===== src/rtl/hazard_ctrl_unit.sv =====
// Pipeline hazard sequencer: load-use bubbles, MUL/DIV hold-off and redirect flushes
// for the 5-stage core, plus saturating stall/flush performance counters.
module hazard_ctrl_unit #(
    parameter int unsigned MDU_TIMEOUT = 64,
    parameter int unsigned CNT_W       = 32
) (
    input  logic             clk,
    input  logic             rst_n,
    input  logic [4:0]       ID_rs1_addr_i,
    input  logic [4:0]       ID_rs2_addr_i,
    input  logic             ID_use_rs1_i,
    input  logic             ID_use_rs2_i,
    input  logic [4:0]       EX_rd_addr_i,
    input  logic             EX_MemRead_i,
    input  logic             EX_mdu_op_i,
    input  logic             EX_redirect_i,
    input  logic             mdu_done_i,
    output logic             PC_stall_o,
    output logic             IF_ID_stall_o,
    output logic             ID_EX_stall_o,
    output logic             IF_ID_flush_o,
    output logic             ID_EX_flush_o,
    output logic             EX_MEM_bubble_o,
    output logic             mdu_start_o,
    output logic             mdu_timeout_o,
    output logic [CNT_W-1:0] stall_cycles_o,
    output logic [CNT_W-1:0] flush_events_o
);

    localparam int unsigned           WCNT_W = $clog2(MDU_TIMEOUT + 1);
    localparam logic [WCNT_W-1:0]     TMO    = WCNT_W'(MDU_TIMEOUT);

    typedef enum logic {RUN, MDU_WAIT} state_e;

    state_e            state_q, state_d;
    logic [WCNT_W-1:0] wcnt_q, wcnt_d;
    logic              timeout_q, timeout_d;
    logic [CNT_W-1:0]  stall_cnt_q, flush_cnt_q;
    logic              load_use;

    assign load_use = EX_MemRead_i && (EX_rd_addr_i != 5'd0) &&
                      ((ID_use_rs1_i && (ID_rs1_addr_i == EX_rd_addr_i)) ||
                       (ID_use_rs2_i && (ID_rs2_addr_i == EX_rd_addr_i)));

    always_comb begin
        PC_stall_o      = 1'b0;
        IF_ID_stall_o   = 1'b0;
        ID_EX_stall_o   = 1'b0;
        IF_ID_flush_o   = 1'b0;
        ID_EX_flush_o   = 1'b0;
        EX_MEM_bubble_o = 1'b0;
        mdu_start_o     = 1'b0;
        state_d         = state_q;
        wcnt_d          = wcnt_q;
        timeout_d       = timeout_q;
        // Everything is gated by rst_n so the control outputs read 0 throughout reset.
        if (rst_n) begin
            unique case (state_q)
                RUN: begin
                    if (EX_redirect_i) begin
                        IF_ID_flush_o = 1'b1;
                        ID_EX_flush_o = 1'b1;
                    end else if (EX_mdu_op_i) begin
                        mdu_start_o     = 1'b1;
                        PC_stall_o      = 1'b1;
                        IF_ID_stall_o   = 1'b1;
                        ID_EX_stall_o   = 1'b1;
                        EX_MEM_bubble_o = 1'b1;
                        state_d         = MDU_WAIT;
                        wcnt_d          = WCNT_W'(1);
                    end else if (load_use) begin
                        PC_stall_o    = 1'b1;
                        IF_ID_stall_o = 1'b1;
                        ID_EX_flush_o = 1'b1;
                    end
                end
                MDU_WAIT: begin
                    wcnt_d = wcnt_q + WCNT_W'(1);
                    if (mdu_done_i) begin
                        state_d = RUN;
                        wcnt_d  = '0;
                    end else if (wcnt_q == TMO) begin
                        state_d   = RUN;
                        wcnt_d    = '0;
                        timeout_d = 1'b1;
                    end else begin
                        PC_stall_o      = 1'b1;
                        IF_ID_stall_o   = 1'b1;
                        ID_EX_stall_o   = 1'b1;
                        EX_MEM_bubble_o = 1'b1;
                    end
                end
            endcase
        end
    end

    always_ff @(posedge clk) begin
        if (!rst_n) begin
            state_q     <= RUN;
            wcnt_q      <= '0;
            timeout_q   <= 1'b0;
            stall_cnt_q <= '0;
            flush_cnt_q <= '0;
        end else begin
            state_q   <= state_d;
            wcnt_q    <= wcnt_d;
            timeout_q <= timeout_d;
            if (PC_stall_o && !(&stall_cnt_q))
                stall_cnt_q <= stall_cnt_q + CNT_W'(1);
            if (IF_ID_flush_o && !(&flush_cnt_q))
                flush_cnt_q <= flush_cnt_q + CNT_W'(1);
        end
    end

    assign mdu_timeout_o  = timeout_q;
    assign stall_cycles_o = stall_cnt_q;
    assign flush_events_o = flush_cnt_q;

endmodule


===== config.mk =====
export PLATFORM = sky130hd
export DESIGN_NAME = hazard_ctrl_unit
export DESIGN_NICKNAME = d
export VERILOG_FILES = /design/src/rtl/hazard_ctrl_unit.sv
export SDC_FILE = /design/constraint.sdc
export NUM_CORES = 1
export LEC_CHECK = 0
export CAP_MARGIN = 0
export CORE_MARGIN = 1
export CORE_UTILIZATION = 40
export CTS_BUF_LIST = sky130_fd_sc_hd__clkbuf_2 sky130_fd_sc_hd__clkbuf_4 sky130_fd_sc_hd__clkbuf_8
export DETAILED_ROUTE_END_ITERATION = 8
export PLACE_DENSITY = 0.7
export SLEW_MARGIN = 20
export SYNTH_ARGS = -nofsm -noshare
export SYNTH_HDL_FRONTEND = slang
export SYNTH_SLANG_ARGS = --single-unit

===== constraint.sdc =====
create_clock -name clk -period 8.1 [get_ports clk]
set_input_delay 2.43 -clock clk [delete_from_list [all_inputs] [get_ports clk]]
set_output_delay 2.43 -clock clk [all_outputs]
set_load 0.05 [all_outputs]

==> flow_summary.toml <==
[min_path]
hold_path_class = "reg2reg"
hold_end = "wcnt_q[6]"
holdCritStartpoint = "wcnt_q[6]"
whs_path_depth = 1

[worst_setup_path]
cp.arrival_ps = 4610
worst_path_most_repeated_cell = "clkdlybuf4s50_1"
cp_cell_sequence = "clkdlybuf4s50_1, or4_1, o21ai_1, o22ai_1, and2_1, clkdlybuf4s50_1"
r2r_setup_slack_ps = 5190
cpPeakStageDelay_ps = 700
r2r_cells = 7
critPathBufInv = 2
setup.worst_path.start_class = "primary input"
crit_fanout = 3
cpMaxStageDelayCell = "clkdlybuf4s50_1"
required_ps = 5670
cp-end-kind = "output pin"
cpLargestDelayFamily = "buffers and inverters"
r2r_start = "stall_cycles_o[0]"
r2r-end = "stall_cycles_o[1]"
criticalPathCategory = "in2out"

[timing]
slew_headroom_pct = 46.6
slew_viol_final = 0
tightest_slew_ps = 796
fmax_ghz = 0.142
grt_setup_unrepaired = "no"
setup_tns_ps = 0
fin_skew_ps = 7.45
finalSetupViolations = 0
hold_viol = 0
period_minus_slack_ps = 7040
finalCritPeriodShare_pct = 86.9

[floorplan]
dieArea_mm2 = 0.0101
ios = 95
row_count = 35
die_y_um = 100
core_area_mm2 = 0.00928
fp.dieW_um = 100
initial_utilization_pct = 41.6

[layout]
final_area_mm2 = 0.00507
num-nets-final = 579
antennaDiodeCount = 0
drive_above_1_share_pct = 5.75
final_util_pct = 54.6
syn2layout_area_growth_pct = 31.3

[cts]
cts.repair.resized = 0
cts_tree = "built"
clkLatencyLatePin_ps = 350
cts_buffer_depth = 2
cts_buffers = 9
cts_hold_buf = 0
clock-sinks = 73
htree_levels = 3
clk_pin_slew_ps = 80
clockRootBuffer = "clkbuf_8"
post-cts-setup-buffer-count = 0

[grt]
grt_max_degree = 41
antenna_found_initial = 0
grt_util_all_layers_pct = 19.6
grt_pass1_vias = 3414
grt_overflow = 0
grt_pass1_wl_mm = 15.8

[detailed_routing]
viasPerCell = 5.34
drt-pass1-iter-count = 4
ant_nets = 0
post-route-drc-count = 0
vias = 3661
drtIter0Drc = 187
wl_per_cell_um = 13.8
routed_wl_mm = 9.48

[logic_synthesis]
ys_top_cells_by_count = "73 x dfxtp_1, 49 x nand2_1, 40 x nor2_1, 25 x nand3_1, 24 x xnor2_1"
synth-edff-count = 0
async_flop_share_pct = 0
synth_top_area_cell = "dfxtp_1"
syn_inst = 464
synth.most_common_cell = "dfxtp_1"
synthesis.nets = 491
synth_top_area_share_pct = 37.8
synth.area.top_cells = "dfxtp_1 38%, xnor2_1 5.4%, nand2_1 4.8%"
synth_seq_cells = 73
syn_avg_cell_area_um2 = 8.33
synth_cell_types = 56
synth_area_mm2 = 0.00386
ys.flop_type = "dfxtp_1"
yosys_warnings = 0
yosysSeqAreaShare_pct = 37.8

[pwr]
irDropWorstVdd_mv = 0.0833
powerDensity_mw_per_mm2 = 149
leakagePower_uw = 0.00159
power_uw = 755

[placed_design]
gp_congestion = 0.844
hpwlAfterDp_mm = 6.85
dpl_cell_area_mm2 = 0.00485
portBuffers = 94

[outcome]
outcome = "finished clean"

[flow_run]
maxCapViolations = 0
state kept, by name, summed over array words and instances (netlist names):
name / count
flush_events_o: 32
mdu_timeout_o: 1
stall_cycles_o: 32
state_q: 1
wcnt_q: 7
layer usage:
metal | global-route usage [%] | vias up | wire (µm)
met4 | 8.25 | 0 | 194
met1 | 25.7 | 1706 | 4530
met3 | 3.90 | 15 | 449
met5 | 0 | - | 0
met2 | 31.3 | 90 | 4310
li1 | - | 1850 | -
how the worst max path moves through the flow:
stage                    startpoint             to  slack, ps  cells after the start
floorplan                     rst_n     PC_stall_o        910                      7
global placement      EX_redirect_i  ID_EX_flush_o       1070                      5
detailed placement  EX_rd_addr_i[1]  ID_EX_flush_o       1050                      6
CTS                 EX_rd_addr_i[1]  ID_EX_flush_o       1040                      6
global route        EX_rd_addr_i[2]  ID_EX_flush_o        950                      7
finish              EX_rd_addr_i[1]  ID_EX_flush_o       1060                      6
through the flow:
stage | hold slack [ps] | cells | worst slack (ps)
6_report | 483 | 686 | 1060
5_1_grt | 512 | 686 | 948
4_1_cts | 483 | 686 | 1040
3_5_place_dp | 464 | 670 | 1050
3_3_place_gp | 468 | 670 | 1070
2_1_floorplan | 441 | 464 | 907
placed cells by master (no fill, tap or decap), drive strengths merged, types with 2 or more instances in the layout:
cell / count
nand2: 49
clkdlybuf4s50: 92
and3: 4
nand4: 21
o31ai: 12
o211ai: 4
xnor2: 24
nor4: 18
nor3: 10
o21a: 2
or3: 10
nor2b: 3
ha: 4
buf: 4
mux2i: 17
xor2: 11
nand3: 26
o22ai: 2
inv: 20
or4: 13
clkinv: 3
and4: 6
clkbuf: 10
dfxtp: 73
or2: 4
o21ai: 16
a21oi: 21
nor2: 40
nand3b: 2
o31a: 2
and2: 3
nor3b: 3
bufinv: 2
nand2b: 13
power breakdown:
| group | switching, µW | internal (µW) |
|---|---|---|
| logic | 39.7 | 26.3 |
| clock network | 141 | 183 |
| registers | 3.89 | 361 |
cells by family after synthesis:
group | count (synthesis) | share of synthesized area (%)
AND/OR/NAND/NOR | 226 | 31.9
flip-flops | 73 | 37.8
AO/OA/AOI/OAI | 70 | 11.4
buffers and inverters | 39 | 5.34
XOR/XNOR | 35 | 7.93
multiplexers | 17 | 4.40
adder cells (fa/ha/maj) | 4 | 1.29
layout make-up:
cell class	count	area, µm²
inverter	20	75.1
fill	895	4210
clock inverter	6	90.1
timing repair buffer	96	951
multi-input combinational	352	2200
tap	129	161
sequential	73	1460
clock buffer	10	138
(Power assumes the default switching activity.)
